<file path="src/rtl/wb_port_arbiter.sv">
// Round-robin writeback arbiter: picks one of N_REQ execution units per cycle
// and registers its result into a single register-file write slot.
module wb_port_arbiter #(
    parameter int N_REQ = 3,
    parameter int XLEN  = 32,
    parameter int AW    = 5
) (
    input  logic                  clk,
    input  logic                  rst,
    input  logic [N_REQ-1:0]      req_valid,
    input  logic [N_REQ*AW-1:0]   req_rd,
    input  logic [N_REQ*XLEN-1:0] req_data,
    output logic [N_REQ-1:0]      req_ready,
    input  logic                  wb_stall,
    input  logic                  flush,
    output logic                  wb_valid,
    output logic                  wb_we,
    output logic [AW-1:0]         wb_rd,
    output logic [XLEN-1:0]       wb_data,
    output logic [31:0]           perf_wb_cnt
);

    localparam int PW = (N_REQ > 1) ? $clog2(N_REQ) : 1;

    logic [PW-1:0]   ptr;
    logic [PW-1:0]   sel;
    logic            found;
    logic            grant;
    logic [AW-1:0]   sel_rd;
    logic [XLEN-1:0] sel_data;

    function automatic logic [PW-1:0] wrap_idx(input int v);
        return PW'(v % N_REQ);
    endfunction

    // First valid requester at or after ptr, wrapping around.
    always_comb begin
        found = 1'b0;
        sel   = '0;
        for (int k = 0; k < N_REQ; k++) begin
            if (!found && req_valid[wrap_idx(int'(ptr) + k)]) begin
                found = 1'b1;
                sel   = wrap_idx(int'(ptr) + k);
            end
        end
    end

    assign grant    = found && !rst && !flush && !wb_stall;
    assign sel_rd   = req_rd[sel*AW +: AW];
    assign sel_data = req_data[sel*XLEN +: XLEN];

    always_comb begin
        req_ready = '0;
        if (grant) begin
            req_ready[sel] = 1'b1;
        end
    end

    always_ff @(posedge clk) begin
        if (rst) begin
            ptr         <= '0;
            wb_valid    <= 1'b0;
            wb_we       <= 1'b0;
            wb_rd       <= '0;
            wb_data     <= '0;
            perf_wb_cnt <= '0;
        end else if (flush) begin
            wb_valid <= 1'b0;
            wb_we    <= 1'b0;
        end else if (wb_stall) begin
            // Downstream is holding: keep the current slot intact.
            wb_valid <= wb_valid;
        end else if (grant) begin
            ptr         <= wrap_idx(int'(sel) + 1);
            wb_valid    <= 1'b1;
            wb_we       <= (sel_rd != '0);
            wb_rd       <= sel_rd;
            wb_data     <= sel_data;
            perf_wb_cnt <= perf_wb_cnt + 32'd1;
        end else begin
            wb_valid <= 1'b0;
            wb_we    <= 1'b0;
        end
    end

endmodule

</file>
<file path="config.mk">
export PLATFORM = sky130hd
export DESIGN_NAME = wb_port_arbiter
export DESIGN_NICKNAME = d
export VERILOG_FILES = /design/src/rtl/wb_port_arbiter.sv
export SDC_FILE = /design/constraint.sdc
export NUM_CORES = 1
export LEC_CHECK = 0
export BUFFER_PORTS_ARGS = -buffer_cell sky130_fd_sc_hd__buf_2
export CELL_PAD_IN_SITES_DETAIL_PLACEMENT = 0
export CELL_PAD_IN_SITES_GLOBAL_PLACEMENT = 1
export CORE_MARGIN = 5
export CORE_UTILIZATION = 33
export CTS_CLUSTER_SIZE = 20
export DETAILED_ROUTE_END_ITERATION = 12
export PLACE_DENSITY = 0.82
export SLEW_MARGIN = 10
export SYNTH_ARGS = -nofsm -noshare
export SYNTH_HDL_FRONTEND = slang
export SYNTH_SLANG_ARGS = --single-unit
</file>
<file path="constraint.sdc">
create_clock -name clk -period 3.6 [get_ports clk]
set_clock_uncertainty 0.2 [all_clocks]
set_input_delay 0.54 -clock clk [delete_from_list [all_inputs] [get_ports clk]]
set_output_delay 0.54 -clock clk [all_outputs]
set_load 0.005 [all_outputs]
</file>
==> out/metrics.cfg, run 1 <==
[critical_path]
crit_arrival_ps=2640
reg2reg_to=wb_we$_SDFFE_PP0N_
critPathKind=reg -> out
r2r_setup_slack_ps=460
cp-end-kind=primary output
worstPathRequired_ps=2860
r2r_start=ptr[0]$_SDFFE_PP0P_
crit_path_start_kind=flip-flop
worstRegToRegCells=10
critPathMaxFanout=10

[timing]
setup_viol=0
worstMarginPinSlew_ps=764.1
hold_viol_final=0
holdWs_ps=249.5
rsz0062_at_grt=no
timing.final.crit_share_pct=93.85
slew_viol_final=0
setup_tns_ps=0
period_minus_slack_ps=3379
fmax_mhz=296.0
max_slew_margin_pct=48.67

[global_routing]
track_usage_pct=15.61
met2_usage_pct=26.66
overflow=0
antenna_found_initial=0
first_global_vias=3941
grt.met3_usage_pct=3.018
grt_pass1_wl_um=18910
grt_max_degree=74
use_met1_pct=19.30
busiest_layer=met2

[pwr]
vdd_drop_max_mv=0.1586
p_total_mw=2.223
p_leak_nw=2.573
p_per_area_nw_per_um2=405.3

[logic_synthesis]
synth_top_area_cell=dfxtp_1
synth_edf_count=0
synth_top_area_share_pct=35.45
async_reset_ff_share_pct=0
synth_area_leaders=dfxtp_1 35%, mux2i_1 8.3%, a211o_1 6.8%
syn_inst=495
ys_ff_latch=73
yosys_warnings=0
synth_nets=618
ys_seq_area_share_pct=35.45
syn_avg_cell_area_sq_um=8.329
syn_area_sq_um=4123
synth_cell_types=52
synth-main-ff-cell=dfxtp_1

[final_layout]
diodes=0
nNetsFinal=792
fill_cells=1252
final_area_sq_um=5485
final_cells=842
area_delta_synth_final_pct=33.05
multi_input_area_sq_um=2441
layout.area.seq_sq_um=1461
final_common_cell=buf_2
drive_above_1_share_pct=34.12
final_cell_mix=191 x buf_2, 73 x dfxtp_1, 68 x nor2_1

[floorplan]
die-area_sq_um=14830
pin_count=192
rows=40
coreArea_sq_um=12110
die_w_um=121.8
initial_core_util_pct=34.04
die_h_um=121.8

[detailed_routing]
vias_per_cell=4.872
first_iter_violations=180
vias=4102
drt-total-wl_um=12110
post-route-drc-count=0
wl_per_cell_um=14.38
ant_nets=0
drt_pass1_iterations=4

[cts]
htreeDepth=3
post_cts_buffers=0
ctsHoldBuffers=0
clock_sinks=73
clk_pin_slew_ps=50
cts_inserted_buffers=9
clk_latency_ps=330
clockBufferDepth=2
cts_tree=built
cts-root-buf=clkbuf_16
ctsResizeCount=0

[worst_hold_path]
hold-path-cell-count=2
hold_start=wb_data[13]$_SDFFE_PP0P_
min_to=wb_data[13]$_SDFFE_PP0P_
hold_class=reg -> reg

[placement]
routabilityCongestion=0.8848
dpl.cell_count=826
placed_area_sq_um=5145
dp_hpwl_um=9281
portBuffers=191

[job]
cap_violations=0

[run_status]
run_status=finished clean

power by group:
| part | total, mW | internal (mW) | switching [mW] |
|---|---|---|---|
| combinational | 0.375 | 0.168 | 0.207 |
| clock | 1.01 | 0.677 | 0.329 |
| sequential | 0.842 | 0.830 | 0.0115 |
metal layers:
| metal | share of wire (%) | up-vias |
|---|---|---|
| met5 | 0 | - |
| met2 | 49 | 130 |
| li1 | - | 2088 |
| met4 | 1.9 | 0 |
| met1 | 43 | 1867 |
| met3 | 6.1 | 17 |
stage by stage:
| step | util (%) | worst slack [ps] |
|---|---|---|
| global route | 45.29 | 29.15 |
| detailed placement | 42.48 | 365.3 |
| global placement | 42.48 | 450.8 |
| finish | 45.29 | 221.4 |
| floorplan | - | 577.0 |
| CTS | 45.26 | 52.10 |
registers in the layout (all words and copies together) (netlist names):
| register | count |
|---|---|
| perf_wb_cnt | 32 |
| ptr | 2 |
| wb_data | 32 |
| wb_rd | 5 |
| wb_valid | 1 |
| wb_we | 1 |
Yosys cell counts, drive strengths merged, types with 2 or more instances:
master	number
a31oi	4
or3	5
inv	8
and3	12
clkbuf	14
o211ai	2
nand4	4
mux2	2
mux2i	36
ha	5
xor2	16
nor2	69
and4	3
nor3	3
nand2	64
a211o	32
nand3b	4
dfxtp	73
a22oi	4
nand2b	3
buf	19
o21ai	15
a21oi	53
o311ai	2
and2	2
xnor2	11
nand3	17
worst max-delay path, stage by stage (launching register included):
cell and delay [ps]:
dfxtp_1 400, inv_1 80, ha_1 350, mux2i_2 230, mux2i_1 530, o31a_1 380
and3_1 220, buf_2 120
final cells by class:
class | instances | area share (%)
clock inverter | 5 | 1.893
timing repair buffer | 196 | 18.34
clock buffer | 11 | 4.243
tap | 168 | 3.832
inverter | 8 | 0.5474
multi-input combinational | 381 | 44.50
sequential | 73 | 26.64
kinds of logic (layout without fill, tap and decap cells):
kind of cell / Yosys count / after routing / share of synthesized area (%)
simple gates: 189 / 189 / 20.85
mux: 38 / 38 / 9.863
buf+inv: 41 / 220 / 5.827
xor+xnor: 27 / 27 / 5.736
compound gates: 122 / 122 / 20.76
fa+ha+maj: 5 / 5 / 1.517
flops: 73 / 73 / 35.45
worst max-delay path by stage:
stage,start,endpoint,slack [ps],cells past startpoint
2_1_floorplan,ptr[0]$_SDFFE_PP0P_,req_ready[1],580,12
3_3_place_gp,ptr[0]$_SDFFE_PP0P_,req_ready[1],450,9
3_5_place_dp,ptr[0]$_SDFFE_PP0P_,wb_we$_SDFFE_PP0N_,370,10
4_1_cts,ptr[0]$_SDFFE_PP0P_,req_ready[1],50,9
5_1_grt,ptr[1]$_SDFFE_PP0P_,req_ready[0],30,7
6_report,ptr[1]$_SDFFE_PP0P_,req_ready[0],220,7
No activity file was read; power rests on OpenSTA's default activity.
==> run 2, diff against run 1 <==
BUFFER_PORTS_ARGS = not set   (was -buffer_cell sky130_fd_sc_hd__buf_2)
CORE_UTILIZATION = 45   (was 33)
DONT_BUFFER_PORTS = 1   (was not set)
==> run 2 against run 1 <==
Net effect:
- wire length is 12% lower
- sequential power is 0.7% higher
- non-clock buffer count is 191 lower
- worst hold slack worse by 190 ps
- first-iteration DRC count is 34% higher
- cell area is 21% lower
- register-to-register slack worse by 40 ps
- count of clock-buffer cells in the layout is 2 lower
- global-route usage is 2.9 points higher
- combinational power is 28% lower
- fmax is 2.2% lower
- power is 20% lower
- critical path type unchanged
- largest power group is now registers
==> out/metrics.cfg, run 2 (synthesis results as in run 1) <==
[run_status]
run_status=finished clean  ; unchanged

[final_layout]
diodes=0  ; unchanged
nNetsFinal=601  ; was 792
final_common_cell=dfxtp_1  ; was buf_2
largestRegisters=perf_wb_cnt (32), wb_data (32), wb_rd (5)  ; unchanged
drive_above_1_share_pct=8.696  ; was 34.12%
final_area_sq_um=4330  ; was 5485 sq um
final_cell_mix=73 x dfxtp_1, 68 x nor2_1, 63 x nand2_1  ; was 191 x buf_2, 73 x dfxtp_1, 68 x nor2_1
utilization_pct=47.77  ; was 45.29%
area_delta_synth_final_pct=5.038  ; was 33.05%

[placement]
portBuffers=0  ; was 191
routabilityCongestion=0.8862  ; was 0.8848
dpl_worst_slack_ps=268.3  ; was 365.3 ps
placed_area_sq_um=4118  ; was 5145 sq um
dp_hpwl_um=7908  ; was 9281 um

[critical_path]
worstRegToRegCells=10  ; unchanged
critPathKind=reg -> out  ; unchanged
crit_path_start_kind=flip-flop  ; unchanged
r2r_start=ptr[0]$_SDFFE_PP0P_  ; unchanged
cp-end-kind=primary output  ; unchanged
critPathMaxFanout=15  ; was 10
worstPathRequired_ps=2860  ; about the same
r2r_setup_slack_ps=420  ; was 460 ps
reg2reg_to=wb_data[1]$_SDFFE_PP0P_  ; was wb_we$_SDFFE_PP0N_
crit_arrival_ps=2710  ; was 2640 ps

[timing]
finalWorstSetupSlack_ps=146.4  ; was 221.4 ps
hold_viol_final=0  ; unchanged
fmax_mhz=289.5  ; was 296.0 MHz
worstMarginPinSlew_ps=793.3  ; was 764.1 ps
timing.final.crit_share_pct=95.93  ; was 93.85%
slew_viol_final=0  ; unchanged
rsz0062_at_grt=yes  ; was no
max_slew_margin_pct=45.60  ; was 48.67%
holdWs_ps=55.39  ; was 249.5 ps
period_minus_slack_ps=3454  ; was 3379 ps
setup_viol=0  ; unchanged

[worst_hold_path]
hold_start=rst  ; was wb_data[13]$_SDFFE_PP0P_
hold-path-cell-count=1  ; was 2
hold_class=in -> reg  ; was reg -> reg
min_to=wb_data[4]$_SDFFE_PP0P_  ; was wb_data[13]$_SDFFE_PP0P_

[detailed_routing]
drt-total-wl_um=10610  ; was 12110 um
vias_per_cell=5.816  ; was 4.872
wl_per_cell_um=17.86  ; was 14.38 um
ant_nets=0  ; unchanged
drt_pass1_iterations=4  ; unchanged
vias=3455  ; was 4102
first_iter_violations=241  ; was 180
post-route-drc-count=0  ; unchanged

[cts]
cts-root-buf=clkbuf_8  ; was clkbuf_16
htreeDepth=3  ; unchanged
clk_pin_slew_ps=90  ; was 50 ps
cts_tree=built  ; unchanged
clockBufferDepth=2  ; unchanged
clk_latency_ps=340  ; was 330 ps
ctsHoldBuffers=0  ; unchanged
cts_inserted_buffers=9  ; unchanged
clock_sinks=73  ; unchanged

[pwr]
p_per_area_nw_per_um2=409.3  ; was 405.3 nW/um^2
p_total_mw=1.772  ; was 2.223 mW
p_leak_nw=1.647  ; was 2.573 nW
vdd_drop_max_mv=0.1616  ; was 0.1586 mV

[global_routing]
antenna_found_initial=0  ; unchanged
overflow=0  ; unchanged
grt_pass1_wl_um=16860  ; was 18910 um
track_usage_pct=18.48  ; was 15.61%
first_global_vias=3292  ; was 3941
grt_max_degree=74  ; unchanged

[floorplan]
rows=35  ; was 40
die_h_um=105.7  ; was 121.8 um
coreArea_sq_um=9065  ; was 12110 sq um
die_w_um=105.7  ; was 121.8 um
die-area_sq_um=11180  ; was 14830 sq um
pin_count=192  ; unchanged
initial_core_util_pct=45.48  ; was 34.04%

[job]
cap_violations=0  ; unchanged

==> run 2: worst max-delay path by stage <==
stage               slack, ps  cells past startpoint      endpoint                 from
floorplan                 580                     12  req_ready[1]  ptr[0]$_SDFFE_PP0P_
global placement          360                      8  req_ready[0]  ptr[0]$_SDFFE_PP0P_
detailed placement        270                      8  req_ready[2]  ptr[0]$_SDFFE_PP0P_
CTS                        40                      8  req_ready[2]  ptr[0]$_SDFFE_PP0P_
global route              -20                      7  req_ready[0]  ptr[0]$_SDFFE_PP0P_
finish                    150                      7  req_ready[0]  ptr[0]$_SDFFE_PP0P_
==> run 2: layout make-up <==
class / count / area (sq um)
Inverter: 8 / 30.03
Tap cell: 111 / 138.9
Fill cell: 903 / 4735
Clock inverter: 7 / 75.07
Multi-Input combinational cell: 381 / 2444
Clock buffer: 9 / 123.9
Sequential cell: 73 / 1461
Timing Repair Buffer: 5 / 57.56
==> run 2: per-layer routing <==
metal / part of all wire (%) / global-route usage (%)
met5: 0 / 0
met3: 9.6 / 7.838
met4: 1.6 / 6.290
met2: 49 / 32.15
met1: 40 / 20.15
==> run 2: stage by stage <==
step           setup TNS, ps  cells
6_report                   0    594
5_1_grt               -20.15    594
3_3_place_gp               0    578
2_1_floorplan              0    495
3_5_place_dp               0    578
4_1_cts                    0    594
==> run 2: repair_timing <==
item                                   4_1_cts  5_1_grt
endpoints found under the hold margin        0        0
setup endpoints to repair                    2        3
cloned                                       0        0
resized for setup                            2        4
setup buffers                                0        0
==> run 2: worst max-delay path, cell delays in order (launching register included) <==
cell and delay, ps:
dfxtp_1 380, inv_1 80, ha_2 440, mux2i_4 300, o21ai_2 170, o221ai_2 310, and2_2 450, and3_1 240
==> run 2: power breakdown <==
| group | total (mW) | internal, mW | switching (mW) | leakage (nW) |
|---|---|---|---|---|
| clock | 0.654 | 0.326 | 0.327 | 0.104 |
| sequential | 0.848 | 0.829 | 0.0191 | 0.591 |
| combinational | 0.270 | 0.111 | 0.159 | 0.952 |
| total | 1.77 | 1.27 | 0.505 | 1.65 |
